===== config.mk =====
export PLATFORM = sky130hd
export DESIGN_NAME = sbox_bytes_serial
export DESIGN_NICKNAME = d
export VERILOG_FILES = /design/src/rtl/sbox_bytes_serial.sv
export SDC_FILE = /design/constraint.sdc
export NUM_CORES = 1
export LEC_CHECK = 0
export BUFFER_PORTS_ARGS = -buffer_cell sky130_fd_sc_hd__buf_2
export CAP_MARGIN = 10
export CELL_PAD_IN_SITES_DETAIL_PLACEMENT = 1
export CELL_PAD_IN_SITES_GLOBAL_PLACEMENT = 2
export CORE_UTILIZATION = 30
export CTS_CLUSTER_DIAMETER = 50
export DETAILED_ROUTE_END_ITERATION = 8
export HOLD_SLACK_MARGIN = 0.12
export PLACE_DENSITY_LB_ADDON = 0.1
export SYNTH_ARGS = -nofsm -noshare
export SYNTH_HDL_FRONTEND = slang
export SYNTH_SLANG_ARGS = --single-unit

===== constraint.sdc =====
create_clock -name clk -period 66.5 [get_ports clk]
set_input_delay 3.325 -clock clk [delete_from_list [all_inputs] [get_ports clk]]
set_output_delay 3.325 -clock clk [all_outputs]
set_load 0.01 [all_outputs]

===== src/rtl/sbox_bytes_serial.sv =====
// Serial AES SubBytes stage: one shared S-box walks the block byte 0..NBYTES-1,
// one byte per cycle, then holds the result until the consumer takes it.

module canright_sbox (
  input  logic [7:0] a,
  input  logic       encrypt,
  output logic [7:0] q
);
  // Forward and inverse directions share a single GF(2^8) inverter; only the
  // affine maps on either side of it change with direction.
  function automatic logic [7:0] gmul(input logic [7:0] x, input logic [7:0] y);
    logic [7:0] p;
    logic [7:0] t;
    p = 8'h00;
    t = x;
    for (int i = 0; i < 8; i++) begin
      if (y[i]) p = p ^ t;
      t = {t[6:0], 1'b0} ^ (t[7] ? 8'h1b : 8'h00);
    end
    return p;
  endfunction

  function automatic logic [7:0] rotl(input logic [7:0] v, input int n);
    logic [15:0] t;
    t = {v, v} << n;
    return t[15:8];
  endfunction

  // x^254 is the multiplicative inverse, and maps 0 to 0 as AES requires.
  function automatic logic [7:0] ginv(input logic [7:0] x);
    logic [7:0] x3, x7, x15, x31, x63, x127;
    x3   = gmul(gmul(x, x), x);
    x7   = gmul(gmul(x3, x3), x);
    x15  = gmul(gmul(x7, x7), x);
    x31  = gmul(gmul(x15, x15), x);
    x63  = gmul(gmul(x31, x31), x);
    x127 = gmul(gmul(x63, x63), x);
    return gmul(x127, x127);
  endfunction

  logic [7:0] pre;
  logic [7:0] inv;

  always_comb begin
    pre = encrypt ? a : (rotl(a, 1) ^ rotl(a, 3) ^ rotl(a, 6) ^ 8'h05);
    inv = ginv(pre);
    q   = encrypt ? (inv ^ rotl(inv, 1) ^ rotl(inv, 2) ^ rotl(inv, 3) ^ rotl(inv, 4) ^ 8'h63)
                  : inv;
  end
endmodule

module sbox_bytes_serial #(
  parameter int NBYTES = 16
) (
  input  logic                  clk,
  input  logic                  rst_n,
  input  logic                  in_valid,
  output logic                  in_ready,
  input  logic [8*NBYTES-1:0]   in_data,
  input  logic                  in_encrypt,
  output logic                  out_valid,
  input  logic                  out_ready,
  output logic [8*NBYTES-1:0]   out_data,
  output logic                  busy
);
  localparam int CW = $clog2(NBYTES);
  localparam logic [CW-1:0] LAST = CW'(NBYTES - 1);

  typedef enum logic [1:0] {IDLE, RUN, DONE} state_t;

  state_t                 state;
  logic [NBYTES-1:0][7:0] wreg;
  logic                   enc;
  logic [CW-1:0]          cnt;
  logic [7:0]             sb_q;

  canright_sbox u_sbox (
    .a       (wreg[cnt]),
    .encrypt (enc),
    .q       (sb_q)
  );

  assign out_data = wreg;

  always_ff @(posedge clk) begin
    if (!rst_n) begin
      state     <= IDLE;
      cnt       <= '0;
      wreg      <= '0;
      enc       <= 1'b0;
      in_ready  <= 1'b1;
      out_valid <= 1'b0;
      busy      <= 1'b0;
    end else begin
      case (state)
        IDLE: if (in_valid && in_ready) begin
          wreg     <= in_data;
          enc      <= in_encrypt;
          cnt      <= '0;
          state    <= RUN;
          in_ready <= 1'b0;
          busy     <= 1'b1;
        end
        RUN: begin
          wreg[cnt] <= sb_q;
          if (cnt == LAST) begin
            state     <= DONE;
            out_valid <= 1'b1;
          end else begin
            cnt <= cnt + 1'b1;
          end
        end
        DONE: if (out_ready) begin
          // in_ready rises only after the handshake edge, so a new block can
          // never be captured in the same cycle the old one leaves.
          state     <= IDLE;
          out_valid <= 1'b0;
          busy      <= 1'b0;
          in_ready  <= 1'b1;
        end
        default: state <= IDLE;
      endcase
    end
  end
endmodule

==> out/results.ini, run 1 <==
[outcome]
status=completed

[route]
vias_per_cell=5.728
first_pass_iters=5
route.detailed.drc=0
vias=22270
wl_mm=102.7
ant_nets=0
wl_per_cell_um=26.40
initialDrtViolationCount=1300

[timing]
fin_ws_ns=36.97
relSlewSlack=0.2207
fin_crit_ns=29.53
fin_crit_sh=0.4441
fmax_mhz=33.86
finalClockSkew_ns=0.01163
setup_viol=0
finalHoldViolCount=0
setup-tns-final_ns=0
slew_viol_final=0
grt_setup_unrepaired=no
tightest_slew_ns=1.165

[critical_path]
crit_required_ns=66.78
critPathTopFamily=XOR/XNOR gates
crit_slowest_cell=xnor2_1
arrival_ns=29.81
critPathMaxStageDelay_ns=0.89
worst_setup_path_start_kind=flip-flop
end_kind=flip-flop
cp_common_cell=xnor2_1
crit_type=flip-flop to flip-flop
critPathMaxFanout=42
path_buf_inv=11

[grt]
gr-total-overflow=0
antenna_found_initial=3
grt_pass1_vias=23230
grt_max_degree=89
grt_pass1_wl_mm=153.1
track_usage=0.2600

[clock_network]
root_buffer=clkbuf_16
cts_tree=built
clkTransAtPathRegs_ns=0.06
cts_setup_buffers=0
insertion_delay_ns=0.45
h-tree-depth=4
cts_inserted_buffers=17
cts_sinks=138
cts_resized=0
ctsHoldBuffers=0
clockBufferDepth=2

[placement]
dp_hpwl_mm=76.44
post-place-cells=3853
pre_cts_slack_ns=37.06
place_congestion=0.8654
io_buffers=263

[logic_synthesis]
ys_top_cells_by_area=dfxtp_1 12%, xnor2_1 11%, xnor3_1 9.3%, nand2_1 5.5%, nor2_1 4.7%
yosysSeqAreaShare=0.1211
netlist_area_um2=22810
synth_warnings=0
synth_area_leader_cell=dfxtp_1
synth.top_cell.area_share=0.1211
ys_types=124
avgSynthCellArea_um2=8.289
synth_seq_cells=138
synthesis.instances=2752
synthArstFlopShare=0
synth_nets=2896
synthFlopType=dfxtp_1
synth_edf_count=0

[die]
fp.coreArea_um2=74820
die-area_um2=77150
start_util=0.3049
die_h_um=277.8
dieWidth_um=277.8
fp-row-count=100
boundaryPins=264

[finish]
final_nets=3048
syn_to_final_growth_pct=12.25
layout-drive-gt1-share=0.2084
final_cell_count_no_fill=3888
utilization=0.3422

[flow_run]
maxCapViolations=0

[min_path]
hold_class=flip-flop to flip-flop

-- cell families (layout without fill, tap and decap cells) --
group                    Yosys count  in the layout  share of synthesized area
AND/OR/NAND/NOR                  995            995                     0.2049
AO/OA/AOI/OAI                    665            665                     0.2081
XOR/XNOR                         578            578                     0.3302
buffers and inverters            219            384                    0.04339
multiplexers                     146            146                    0.08628
flip-flops                       138            138                     0.1211
adder cells (fa/ha/maj)           11             11                   0.006033
other                              0              2                          0
-- area by class of cell --
type,count,area (µm²)
inverters,26,101.3
flip-flops and latches,138,2766
well taps,969,1212
fillers,8981,49220
multi-input cells,2395,19160
clock inverters,14,146.4
repair buffers,326,1789
diodes,2,5.005
clock buffers,18,429.2
-- placed cells by master, fill, tap and decap left out, types with 32 or more instances in the layout --
| master | netlist | layout |
|---|---|---|
| nor3_1 | 52 | 48 |
| nor2_1 | 288 | 286 |
| buf_2 | 41 | 263 |
| mux2i_1 | 88 | 87 |
| and3_1 | 39 | 39 |
| a21oi_1 | 164 | 164 |
| nand2_1 | 335 | 335 |
| dfxtp_1 | 138 | 135 |
| a31oi_1 | 45 | 45 |
| xor2_1 | 97 | 97 |
| nand3_1 | 95 | 93 |
| o21ai_0 | 81 | 81 |
| xnor2_1 | 285 | 282 |
| xnor3_1 | 94 | 94 |
| buf_4 | 5 | 63 |
| a221oi_1 | 32 | 32 |
| mux4_2 | 32 | 32 |
| xnor2_2 | 42 | 45 |
| o22ai_1 | 34 | 34 |
| a211oi_1 | 60 | 60 |
-- cell usage after synthesis (all sizes together), types with 9 or more instances --
| cell type | number |
|---|---|
| a21oi | 167 |
| or3 | 14 |
| a21boi | 9 |
| a221oi | 49 |
| o21ai | 100 |
| a31oi | 45 |
| nand2 | 336 |
| mux4 | 32 |
| o21a | 13 |
| and2 | 32 |
| nor3b | 10 |
| a22oi | 25 |
| buf | 70 |
| nand4 | 15 |
| nor3 | 55 |
| xor2 | 114 |
| mux2i | 100 |
| nor2b | 12 |
| dfxtp | 138 |
| inv | 24 |
| xor3 | 19 |
| ha | 11 |
| xnor3 | 105 |
| nor4 | 16 |
| a211oi | 70 |
| o211ai | 25 |
| mux2 | 14 |
| xnor2 | 340 |
| a2111oi | 22 |
| or2 | 18 |
| nor2 | 296 |
| and3 | 40 |
| o22ai | 34 |
| clkbuf | 123 |
| nand3 | 96 |
| o31ai | 11 |
| nand2b | 19 |
-- routing by layer --
layer,wire (µm),vias up,track usage
met5,12,-,0
met4,3700,2,0.09690
met3,4296,176,0.03259
met2,50970,625,0.4593
met1,43680,11180,0.3202
li1,-,10290,-
-- through the flow --
step | cell area, µm² | hold WS (ns)
6_report | 25610 | 0.4822
2_1_floorplan | 22810 | 0.4805
4_1_cts | 25590 | 0.4722
3_3_place_gp | 25020 | 0.4539
5_1_grt | 25600 | 0.5265
3_5_place_dp | 25020 | 0.4625
-- path summary, 6_finish.rpt --
kind                                 from      endpoint  slack, ns  depth (start not counted)
worst max-delay path               cnt[2]  out_data[55]      36.97                         86
worst min-delay path            out_valid     out_valid       0.48                          2
worst max register to register     cnt[2]  out_data[55]      36.97                         86
worst min register to register  out_valid     out_valid       0.48                          2
-- tightest hold or removal path, stage by stage (launching register included) --
cell and delay, ns:
dfxtp_1 0.31, nand2_1 0.06, a21oi_1 0.06
-- state kept, by name, indices dropped and copies added (netlist names) --
signal	cells
enc	1
cnt	4
busy	1
in_ready	1
out_valid	1
out_data	128
state	2
Power of run 1 is left out: the tool's default activity adds up to more than one toggle a clock period on the data nets, which glitch-free logic cannot reach.
==> inputs of run 2 (changes only) <==
- clock period: 66.5 -> 29.5 ns (I/O delays scaled with it)
==> out/results.ini, run 2 (synthesis gave the netlist of run 1 again) <==
[outcome]
status=completed

[grt]
grt_pass1_wl_mm=154.4  ; +0.85%
grt_pass1_vias=23350  ; +0.49%
track_usage=0.2607  ; +0.0007513
gr-total-overflow=0  ; unchanged
grt_max_degree=80  ; -10%
antenna_found_initial=2  ; -1

[clock_network]
cts_sinks=138  ; unchanged
root_buffer=clkbuf_16
clockBufferDepth=2  ; unchanged
insertion_delay_ns=0.44  ; about the same
cts_inserted_buffers=17  ; unchanged
cts_tree=built
ctsHoldBuffers=0  ; unchanged
h-tree-depth=4  ; unchanged
clkTransAtPathRegs_ns=0.07  ; about the same

[finish]
final_common_cell=nand2_1
layout-drive-gt1-share=0.2129  ; +0.004507
antenna_cells=0  ; -2
final_cell_mix=335 x nand2_1, 286 x nor2_1, 278 x xnor2_1
final_area_um2=25740  ; +0.54%
syn_to_final_growth_pct=12.85
final_nets=3052  ; +0.13%
final_cell_count_no_fill=3890  ; +0.051%
largest_reg_flops=128  ; unchanged

[route]
first_pass_iters=5  ; unchanged
ant_nets=0  ; unchanged
initialDrtViolationCount=1374  ; +5.7%
vias=22380  ; +0.47%
route.detailed.drc=0  ; unchanged
vias_per_cell=5.752  ; +0.42%
wl_per_cell_um=26.45  ; +0.18%
wl_mm=102.9  ; +0.23%

[die]
boundaryPins=264  ; unchanged
dieWidth_um=277.8  ; unchanged
die_h_um=277.8  ; unchanged
start_util=0.3049  ; unchanged
fp-row-count=100  ; unchanged
die-area_um2=77150  ; unchanged
fp.coreArea_um2=74820  ; unchanged

[timing]
finalClockSkew_ns=0.01057  ; -0.001062 ns
fin_crit_sh=0.9490  ; +0.5049
tightest_slew_ns=1.112  ; -0.05273 ns
slew_viol_final=0  ; unchanged
fin_ws_ns=1.504  ; -35.46 ns
fmax_mhz=35.72  ; +5.5%
relSlewSlack=0.2560  ; +0.03529
setup_viol=0  ; unchanged
setup-tns-final_ns=0  ; unchanged
fin_crit_ns=28.00  ; -1.538 ns
finalHoldViolCount=0  ; unchanged
grt_setup_unrepaired=no

[critical_path]
r2r-start=cnt[2]
crit_slowest_cell=xnor2_2
reg2reg_depth=82  ; -4.7%
arrival_ns=28.36  ; -1.45 ns
crit_type=flip-flop to flip-flop
r2r_end=out_data[119]
crit_required_ns=29.86  ; -36.92 ns
critPathMaxFanout=28  ; -33%
worst_setup_path_start_kind=flip-flop
cp_common_cell=xnor3_1
r2r_slack_ns=1.50  ; -35.46 ns
critPathMaxStageDelay_ns=0.87  ; -0.02 ns
end_kind=flip-flop

[placement]
dpl-instance-area_um2=25060  ; +0.15%
io_buffers=263  ; unchanged
place_congestion=0.8671  ; +0.20%
pre_cts_slack_ns=0.4688  ; -36.59 ns
dp_hpwl_mm=77.81  ; +1.8%
post-place-cells=3858  ; +0.13%

[min_path]
holdPathEnd=out_valid
min_path_cells=2  ; unchanged
hold_class=flip-flop to flip-flop
worstHoldStart=out_valid

[flow_run]
maxCapViolations=0  ; unchanged

-- run 2: timing repair --
item | in CTS | in global routing
setup endpoints to repair | 0 | 128
setup buffers | 0 | 0
gates resized for setup | 0 | 15
-- run 2: metrics by stage --
step           hold WS (ns)    util
6_report             0.4694  0.3441
5_1_grt              0.5042  0.3441
3_3_place_gp         0.4525  0.3349
4_1_cts              0.4715  0.3429
2_1_floorplan        0.4805       -
3_5_place_dp         0.4612  0.3349
-- run 2: how the worst max path moves through the flow --
| stage | startpoint | to | depth (start not counted) | slack [ns] |
|---|---|---|---|---|
| global placement | cnt[2] | out_data[55] | 81 | 1.09 |
| floorplan | cnt[1] | out_data[0] | 97 | 4.88 |
| CTS | cnt[2] | out_data[55] | 82 | 0.34 |
| detailed placement | cnt[2] | out_data[55] | 82 | 0.47 |
| finish | cnt[2] | out_data[119] | 82 | 1.50 |
| global route | cnt[1] | out_data[23] | 87 | 0.008 |
-- run 2: worst max-delay path: cells and delay by family (launching register included) --
kind | cells | cell delay (ns)
AO/OA/AOI/OAI | 17 | 4.85
buffers and inverters | 5 | 1.13
XOR/XNOR | 35 | 13.87
adder cells (fa/ha/maj) | 6 | 2.35
multiplexers | 3 | 1.01
AND/OR/NAND/NOR | 16 | 3.99
flip-flops | 1 | 0.61
-- run 2: layout make-up --
class | instances | area (µm²)
inverters | 26 | 101.3
well taps | 969 | 1212
fillers | 8983 | 49080
repair buffers | 330 | 1823
clock inverters | 14 | 161.4
multi-input cells | 2395 | 19240
clock buffers | 18 | 439.2
flip-flops and latches | 138 | 2768
-- run 2: metal layers --
| layer | vias to the layer above | GRT usage | share of wire |
|---|---|---|---|
| li1 | 10310 | - | - |
| met1 | 11350 | 0.3376 | 0.44 |
| met2 | 601 | 0.4622 | 0.50 |
| met3 | 116 | 0.02434 | 0.038 |
| met4 | 4 | 0.06276 | 0.022 |
| met5 | - | 0 | 0.00030 |
Power of run 2 is left out for the same reason.
==> inputs of run 3 (changes only) <==
- BUFFER_PORTS_ARGS: -buffer_cell sky130_fd_sc_hd__buf_2 -> -buffer_cell sky130_fd_sc_hd__clkbuf_2
==> out/results.ini, run 3 (synthesis gave the netlist of run 1 again) <==
[outcome]
status=completed

[timing]
fin_ws_ns=1.652  ; +0.1480 ns
fin_crit_ns=27.85  ; -0.1480 ns
finalClockSkew_ns=0.01135  ; +0.0007776 ns
slew_viol_final=0  ; unchanged
fin_crit_sh=0.9440  ; -0.005016
setup_viol=0  ; unchanged
finalHoldViolCount=0  ; unchanged
grt_setup_unrepaired=no
fmax_mhz=35.91  ; +0.53%
setup-tns-final_ns=0  ; unchanged
tightest_slew_ns=1.104  ; -0.007496 ns
relSlewSlack=0.2610  ; +0.005016

[finish]
final_cell_count_no_fill=3893  ; +0.077%
layout-drive-gt1-share=0.2121  ; -0.0008299
largest_reg_flops=128  ; unchanged
final_common_cell=nand2_1
syn_to_final_growth_pct=12.92  ; about the same
final_cell_mix=335 x nand2_1, 286 x nor2_1, 278 x xnor2_1
final_nets=3054  ; +0.066%

[route]
wl_per_cell_um=26.50  ; +0.19%
route.detailed.drc=0  ; unchanged
vias=22280  ; -0.41%
first_pass_iters=5  ; unchanged
ant_nets=0  ; unchanged
initialDrtViolationCount=1273  ; -7.4%
vias_per_cell=5.724  ; -0.48%
wl_mm=103.2  ; +0.27%

[grt]
grt_pass1_vias=23340  ; -0.030%
track_usage=0.2611  ; +0.0003693
gr-total-overflow=0  ; unchanged
grt_pass1_wl_mm=154.6  ; +0.10%
antenna_found_initial=1  ; -1
grt_max_degree=83  ; +3.8%

[placement]
post-place-cells=3857  ; -0.026%
dp_hpwl_mm=77.54  ; -0.35%
pre_cts_slack_ns=0.5263  ; +0.05750 ns
io_buffers=263  ; unchanged
place_congestion=0.8735  ; +0.74%

[die]
fp.coreArea_um2=74820  ; unchanged
fp-row-count=100  ; unchanged
boundaryPins=264  ; unchanged
die-area_um2=77150  ; unchanged
dieWidth_um=277.8  ; unchanged
start_util=0.3049  ; unchanged
die_h_um=277.8  ; unchanged

[critical_path]
worst_setup_path_start_kind=flip-flop
critPathMaxStageDelay_ns=0.87  ; about the same
arrival_ns=28.20  ; -0.16 ns
crit_type=flip-flop to flip-flop
cp_common_cell=xnor3_1
critPathMaxFanout=31  ; +11%
crit_required_ns=29.85  ; about the same
crit_slowest_cell=xnor2_2
end_kind=flip-flop

[clock_network]
ctsHoldBuffers=0  ; unchanged
insertion_delay_ns=0.45  ; about the same
h-tree-depth=4  ; unchanged
cts_inserted_buffers=17  ; unchanged
cts_tree=built
clkTransAtPathRegs_ns=0.06  ; about the same
clockBufferDepth=2  ; unchanged
cts_sinks=138  ; unchanged
root_buffer=clkbuf_16

[min_path]
hold_class=flip-flop to flip-flop

[flow_run]
maxCapViolations=0  ; unchanged

[run 3: final timing paths]
| path | start | end | slack (ns) | depth (start not counted) |
|---|---|---|---|---|
| max reg2reg | cnt[2] | out_data[77] | 1.65 | 79 |
| max | cnt[2] | out_data[77] | 1.65 | 79 |
| min reg2reg | out_valid | out_valid | 0.47 | 2 |
| min | out_valid | out_valid | 0.47 | 2 |
[run 3: critical path: cells and delay by family (launching register included)]
kind | cells | cell delay, ns
AO/OA/AOI/OAI | 17 | 5.10
XOR/XNOR | 34 | 13.92
adder cells (fa/ha/maj) | 6 | 2.46
buffers and inverters | 6 | 1.36
flip-flops | 1 | 0.54
multiplexers | 5 | 1.58
AND/OR/NAND/NOR | 11 | 2.76
[run 3: cell type report]
type,count,area (µm²)
clock inverter,14,171.4
clock buffer,18,429.2
inverter,26,101.3
timing repair buffer,332,1838
multi-input combinational,2395,19240
antenna,1,2.502
tap,969,1212
sequential,138,2766
fill,8921,49060
[run 3: per-stage QoR]
step	instance area, µm²	hold slack [ns]	utilization
CTS	25650	0.4760	0.3428
global placement	25050	0.4560	0.3348
floorplan	22810	0.4805	-
finish	25760	0.4742	0.3443
detailed placement	25050	0.4641	0.3348
global route	25760	0.4980	0.3443
[run 3: routing by layer]
| layer | track usage | vias up | routed length [µm] |
|---|---|---|---|
| met1 | 0.3370 | 11300 | 45770 |
| met4 | 0.07083 | 0 | 2611 |
| met3 | 0.02358 | 119 | 3594 |
| li1 | - | 10310 | - |
| met2 | 0.4612 | 552 | 51190 |
| met5 | 0 | - | 0 |
[run 3: repair_timing]
action                     in CTS  in global routing
setup endpoints to repair       0                128
buffers inserted                0                  3
resized for setup               0                 12
Power of run 3 is left out for the same reason.
